`src/rtl/microwave_pkg.sv`:
```
// Shared definitions for the microwave front panel: FSM state encodings,
// key-vector bit positions and the one-hot digit to BCD encoder.
package microwave_pkg;

    typedef enum logic [2:0] {
        IDLE  = 3'd0,
        ENTRY = 3'd1,
        COOK  = 3'd2,
        PAUSE = 3'd3,
        DONE  = 3'd4
    } state_t;

    localparam int NUM_KEYS  = 13;
    localparam int KEY_D0    = 0;
    localparam int KEY_D1    = 1;
    localparam int KEY_D2    = 2;
    localparam int KEY_D3    = 3;
    localparam int KEY_D4    = 4;
    localparam int KEY_D5    = 5;
    localparam int KEY_D6    = 6;
    localparam int KEY_D7    = 7;
    localparam int KEY_D8    = 8;
    localparam int KEY_D9    = 9;
    localparam int KEY_START = 10;
    localparam int KEY_STOP  = 11;
    localparam int KEY_CLEAR = 12;

    // Callers guarantee a single bit is set; the highest set bit wins otherwise.
    function automatic logic [3:0] digit_encode(input logic [9:0] digits);
        logic [3:0] code;
        code = 4'd0;
        for (int i = 0; i < 10; i++) begin
            if (digits[i]) code = 4'(i);
        end
        return code;
    endfunction

endpackage

```
`src/rtl/key_debounce.sv`:
```
// Two-flop synchronizer, stability counter and press-edge detector for a
// vector of raw push buttons. press is high for one cycle per accepted press.
module key_debounce #(
    parameter int WIDTH           = 13,
    parameter int DEBOUNCE_CYCLES = 4
) (
    input  logic             clock,
    input  logic             clrn,
    input  logic [WIDTH-1:0] raw,
    output logic [WIDTH-1:0] press
);

    localparam int            CW      = $clog2(DEBOUNCE_CYCLES + 1);
    localparam logic [CW-1:0] CNT_MAX = CW'(DEBOUNCE_CYCLES);

    logic [WIDTH-1:0] meta_reg;
    logic [WIDTH-1:0] sync_reg;
    logic [WIDTH-1:0] last_reg;
    logic [WIDTH-1:0] stable_reg;
    logic [CW-1:0]    cnt_reg;
    logic             changed;
    logic             settled;

    // settled: the synchronized vector has held for DEBOUNCE_CYCLES+1 samples
    assign changed = (sync_reg != last_reg);
    assign settled = !changed && (cnt_reg == CNT_MAX);
    assign press   = settled ? (sync_reg & ~stable_reg) : '0;

    always_ff @(posedge clock or negedge clrn) begin
        if (!clrn) begin
            meta_reg   <= '0;
            sync_reg   <= '0;
            last_reg   <= '0;
            stable_reg <= '0;
            cnt_reg    <= '0;
        end else begin
            meta_reg <= raw;
            sync_reg <= meta_reg;
            last_reg <= sync_reg;
            if (changed) begin
                cnt_reg <= CW'(1);
            end else if (cnt_reg != CNT_MAX) begin
                cnt_reg <= cnt_reg + 1'b1;
            end
            if (settled) begin
                stable_reg <= sync_reg;
            end
        end
    end

endmodule

```
`src/rtl/keypad_ctrl.sv`:
```
// Microwave front-panel controller: digit entry into the countdown timer,
// cook/pause/done sequencing and the once-per-second count-enable strobe.
module keypad_ctrl
    import microwave_pkg::*;
#(
    parameter int CLK_PER_SEC     = 1000,
    parameter int DEBOUNCE_CYCLES = 4,
    parameter int MAX_DIGITS      = 3
) (
    input  logic       clock,
    input  logic       clrn,
    input  logic [9:0] keys,
    input  logic       start,
    input  logic       stop,
    input  logic       clear,
    input  logic       door_closed,
    input  logic       timer_zero,
    output logic [3:0] data,
    output logic       loadn,
    output logic       tclrn,
    output logic       en,
    output logic       heat,
    output logic       done,
    output logic [2:0] state
);

    localparam int            TW        = $clog2(CLK_PER_SEC);
    localparam int            NW        = $clog2(MAX_DIGITS + 1);
    localparam logic [TW-1:0] TICK_LAST = TW'(CLK_PER_SEC - 1);
    localparam logic [NW-1:0] COUNT_MAX = NW'(MAX_DIGITS);

    logic [NUM_KEYS-1:0] raw_vec;
    logic [NUM_KEYS-1:0] press;
    logic                door_meta_reg;
    logic                door_reg;

    state_t        state_reg, state_next;
    logic [NW-1:0] count_reg, count_next;
    logic [TW-1:0] tick_reg, tick_next;
    logic [3:0]    data_reg, data_next;
    logic          loadn_reg, loadn_next;
    logic          tclrn_reg, tclrn_next;
    logic          en_reg, en_next;
    logic          heat_reg;
    logic          done_reg;

    logic [9:0] ev_digits;
    logic       ev_digit;
    logic       ev_start;
    logic       ev_stop;
    logic       ev_clear;

    assign raw_vec = {clear, stop, start, keys};

    key_debounce #(
        .WIDTH           (NUM_KEYS),
        .DEBOUNCE_CYCLES (DEBOUNCE_CYCLES)
    ) u_debounce (
        .clock (clock),
        .clrn  (clrn),
        .raw   (raw_vec),
        .press (press)
    );

    // Simultaneous digit presses are ambiguous, so only a lone digit counts.
    assign ev_digits = press[KEY_D9:KEY_D0];
    assign ev_digit  = $onehot(ev_digits);
    assign ev_start  = press[KEY_START];
    assign ev_stop   = press[KEY_STOP];
    assign ev_clear  = press[KEY_CLEAR];

    always_comb begin
        state_next = state_reg;
        count_next = count_reg;
        tick_next  = tick_reg;
        data_next  = data_reg;
        loadn_next = 1'b1;
        tclrn_next = 1'b1;
        en_next    = 1'b0;
        case (state_reg)
            IDLE: begin
                if (ev_clear || ev_stop || ev_start) begin
                    tclrn_next = 1'b0;
                end else if (ev_digit) begin
                    data_next  = digit_encode(ev_digits);
                    loadn_next = 1'b0;
                    count_next = NW'(1);
                    state_next = ENTRY;
                end
            end
            ENTRY: begin
                if (ev_clear || ev_stop) begin
                    tclrn_next = 1'b0;
                    count_next = '0;
                    state_next = IDLE;
                end else if (ev_start) begin
                    if (door_reg && !timer_zero) begin
                        tick_next  = '0;
                        state_next = COOK;
                    end
                end else if (ev_digit && (count_reg < COUNT_MAX)) begin
                    data_next  = digit_encode(ev_digits);
                    loadn_next = 1'b0;
                    count_next = count_reg + 1'b1;
                end
            end
            COOK: begin
                // The tick only advances on cycles that stay in COOK, so a
                // pause freezes it exactly where the interruption landed.
                if (ev_clear) begin
                    tclrn_next = 1'b0;
                    count_next = '0;
                    state_next = IDLE;
                end else if (timer_zero) begin
                    state_next = DONE;
                end else if (ev_stop || !door_reg) begin
                    state_next = PAUSE;
                end else if (tick_reg == TICK_LAST) begin
                    tick_next = '0;
                    en_next   = 1'b1;
                end else begin
                    tick_next = tick_reg + 1'b1;
                end
            end
            PAUSE: begin
                if (ev_clear || ev_stop) begin
                    tclrn_next = 1'b0;
                    count_next = '0;
                    state_next = IDLE;
                end else if (ev_start && door_reg) begin
                    state_next = COOK;
                end
            end
            DONE: begin
                if (|press) begin
                    count_next = '0;
                    state_next = IDLE;
                end
            end
            default: begin
                state_next = IDLE;
            end
        endcase
    end

    always_ff @(posedge clock or negedge clrn) begin
        if (!clrn) begin
            door_meta_reg <= 1'b0;
            door_reg      <= 1'b0;
            state_reg     <= IDLE;
            count_reg     <= '0;
            tick_reg      <= '0;
            data_reg      <= 4'd0;
            loadn_reg     <= 1'b1;
            tclrn_reg     <= 1'b1;
            en_reg        <= 1'b0;
            heat_reg      <= 1'b0;
            done_reg      <= 1'b0;
        end else begin
            door_meta_reg <= door_closed;
            door_reg      <= door_meta_reg;
            state_reg     <= state_next;
            count_reg     <= count_next;
            tick_reg      <= tick_next;
            data_reg      <= data_next;
            loadn_reg     <= loadn_next;
            tclrn_reg     <= tclrn_next;
            en_reg        <= en_next;
            heat_reg      <= (state_next == COOK);
            done_reg      <= (state_next == DONE);
        end
    end

    assign data  = data_reg;
    assign loadn = loadn_reg;
    assign tclrn = tclrn_reg;
    assign en    = en_reg;
    assign heat  = heat_reg;
    assign done  = done_reg;
    assign state = state_reg;

endmodule

```
`config.mk`:
```
export PLATFORM = sky130hd
export DESIGN_NAME = keypad_ctrl
export DESIGN_NICKNAME = d
export VERILOG_FILES = /design/src/rtl/microwave_pkg.sv /design/src/rtl/key_debounce.sv /design/src/rtl/keypad_ctrl.sv
export SDC_FILE = /design/constraint.sdc
export NUM_CORES = 1
export LEC_CHECK = 0
export CAP_MARGIN = 10
export CORE_ASPECT_RATIO = 1.1
export CORE_MARGIN = 10
export CORE_UTILIZATION = 38
export CTS_CLUSTER_DIAMETER = 120
export DETAILED_ROUTE_END_ITERATION = 7
export SLEW_MARGIN = 40
export SYNTH_ARGS = -nofsm -noshare
export SYNTH_HDL_FRONTEND = slang
export SYNTH_SLANG_ARGS = --single-unit
```
`constraint.sdc`:
```
create_clock -name clock -period 5.9 [get_ports clock]
set_clock_uncertainty 0.1 [all_clocks]
set_input_delay 0.885 -clock clock [delete_from_list [all_inputs] [get_ports clock]]
set_output_delay 0.885 -clock clock [all_outputs]
set_load 0.1 [all_outputs]
```
==> out/metrics.cfg, run 1 <==
[global_routing]
antenna_found_initial=0
grt-ovfl-total=0
grt_use_total_pct=11.0
grt_pass1_vias=2521
grt_max_degree=82
grt_pass1_wl_mm=12.3

[clocking]
cts_tree=yes
clock_path_buffers=2
cts_buffers=9
cts_root_buffer=clkbuf_8
clock_sinks=81
htree_levels=3
clk_latency_ns=0.36
clk_pin_slew_ns=0.09

[timing]
tns_ns=0
period_share_pct=96.3
post-route-min-period_ns=5.68
finalHoldViolations=0
worst_slew_pin_slew_ns=0.728
finalSetupViolCount=0
slew_violations=0
slew_headroom_pct=51.5
max_freq_ghz=0.176
hold_ws_ns=0.252

[setup_path]
worstPathMaxFanout=4
worstPathArrival_ns=5.83
critical_path_class=register to register
cp_top_family=adder cells
cpMaxStageDelayCell=fa_1
end_kind=register
crit_buf_inv=2
ff2ff_path_depth=18
crit_path_start_kind=register
crit_cells=18
crit_path_frequent_cell=fa_1
reg2reg_setup_slack_ns=0.22
worstPathRequired_ns=6.05
timing.rr.end=count_reg[1]
rr_startpoint=u_debounce.sync_reg[9]
crit_path_max_incr_delay_ns=0.57
path_cells=xnor2_2 > nand3_2 > or4_4 > or2_2 > fa_1 > inv_1 > fa_1 > fa_1 > ha_2 > inv_1 > fa_1 > a2111oi_2 > o211ai_1 > or3_1 > a21oi_1 > o21ai_0 > nor2_1 > mux2_1

[hold_path]
holdCritStartpoint=u_debounce.meta_reg[5]
hp-class=register to register
hold_end=u_debounce.sync_reg[5]
hold-path-cell-count=0

[floorplanning]
die_h_um=122
die_width_um=113
rows=37
fp.coreArea_sq_um=9350
die-area_sq_um=13800
ios=29
start_util_pct=38.7

[synthesis]
syn_area_per_cell_sq_um=10.8
ys_warn_count=0
yosysTopAreaCell=dfrtp_1
synth-edff-count=0
synthesis.area_sq_um=3620
ys_seq_elements=81
ys_seq_area_share_pct=56.1
ys_types=50
yosysTopAreaCellShare_pct=54.6
synth_nets=365
synth_most_common_cell=dfrtp_1
synth-async-reset-ratio_pct=100
ys_top_cells_by_count=dfrtp_1, nand2_1, nor2_1
synth-main-ff-cell=dfrtp_1
synthCells=335
synthTopCellsByArea=dfrtp_1, nand2_1, fa_1, o21ai_0, xnor2_1

[routing]
drtAntennaViolNets=0
routedWlPerCell_um=14.3
dr.pass1.iters=4
viasPerCell=5.03
drt_iter0_drc=145
wirelength_mm=7.20
routed-via-count=2525
drc=0

[layout]
layout-drive-gt1-share_pct=22.3
syn2layout_area_growth_pct=21.0
finalNonFillerCells=502
num-nets-final=410
diodes=0
fillCellCount=874

[pwr]
p_leak_nw=1.98
ir_drop_mv=0.134
power_mw=1.02
powerDensity_nw_per_um2=233

[place]
detailed_place_hpwl_mm=5.02
dp_cells=477
portBuffers=28
place_congestion=0.796

[run_status]
status=complete, no violations

[run]
drv_cap=0

## worst register-to-register path, cell delays in order (launching register included)
cell and delay [ns]:
dfrtp_2 0.45, xnor2_2 0.21, nand3_2 0.13, or4_4 0.55
or2_2 0.31, fa_1 0.48, inv_1 0.06, fa_1 0.50
fa_1 0.57, ha_2 0.20, inv_1 0.05, fa_1 0.39
a2111oi_2 0.35, o211ai_1 0.14, or3_1 0.31, a21oi_1 0.15
o21ai_0 0.10, nor2_1 0.19, mux2_1 0.34
## how the worst max path moves through the flow
stage,startpoint,endpoint
6_report,u_debounce.sync_reg[9],count_reg[1]
5_1_grt,u_debounce.sync_reg[10],count_reg[1]
4_1_cts,u_debounce.sync_reg[11],count_reg[1]
3_5_place_dp,u_debounce.sync_reg[11],count_reg[1]
3_3_place_gp,u_debounce.sync_reg[11],count_reg[1]
2_1_floorplan,u_debounce.cnt_reg[0],count_reg[1]
## layer usage
metal | up-vias | global-route usage [%] | routed length (um)
li1 | 1226 | - | -
met1 | 1233 | 14.1 | 3460
met2 | 54 | 16.6 | 3240
met3 | 12 | 3.27 | 321
met4 | 0 | 5.71 | 165
met5 | - | 0 | 0
## placed cells by master, fill, tap and decap left out, drive strengths merged, types with 7 or more instances in the layout
cell,instances
a21oi,7
buf,28
clkbuf,10
clkdlybuf4s50,15
dfrtp,79
ha,7
inv,14
nand2,55
nand2b,15
nand3,8
nor2,22
nor2b,9
o21ai,25
xnor2,14
## logic make-up after synthesis
family	synth area share [%]
flops	56.1
xor+xnor	3.80
buf+inv	2.45
fa+ha+maj	5.74
mux	1.83
compound gates	8.61
simple gates	21.5
## repair_timing
item	4_1_cts	5_1_grt
setup buffers	0	9
resized for setup	0	24
endpoints found under the setup margin	0	6
hold buffers	0	0
## report_power, final
part	internal [mW]	total, mW	switching (mW)
Combinational	0.0282	0.0591	0.0308
Clock	0.169	0.383	0.214
Sequential	0.569	0.580	0.0112
## cell type report
class / count / area [sq um] / area share [%]
inverters: 12 / 45.0 / 1.03
multi-input cells: 233 / 1630 / 37.2
clock buffers: 10 / 138 / 3.14
flip-flops and latches: 81 / 2030 / 46.5
repair buffers: 43 / 334 / 7.63
clock inverters: 6 / 51.3 / 1.17
well taps: 117 / 146 / 3.34
## per-stage QoR
step / util (%) / instance area (sq um) / setup WS [ns]
after global placement: 43.2 / 4040 / 0.255
after floorplan: - / 3620 / 0.164
after global routing: 46.8 / 4380 / -0.0832
after detailed placement: 42.8 / 4000 / 0.0887
after CTS: 44.8 / 4190 / 0.0884
final: 46.8 / 4380 / 0.217
Note: power is estimated with default switching activity, not from simulation.
==> run 2: changes to the inputs <==
Settings changed: CAP_MARGIN 10 to default.
==> results of run 2 <==
No change in the layout: final DEF, timing and power equal those of run 1.
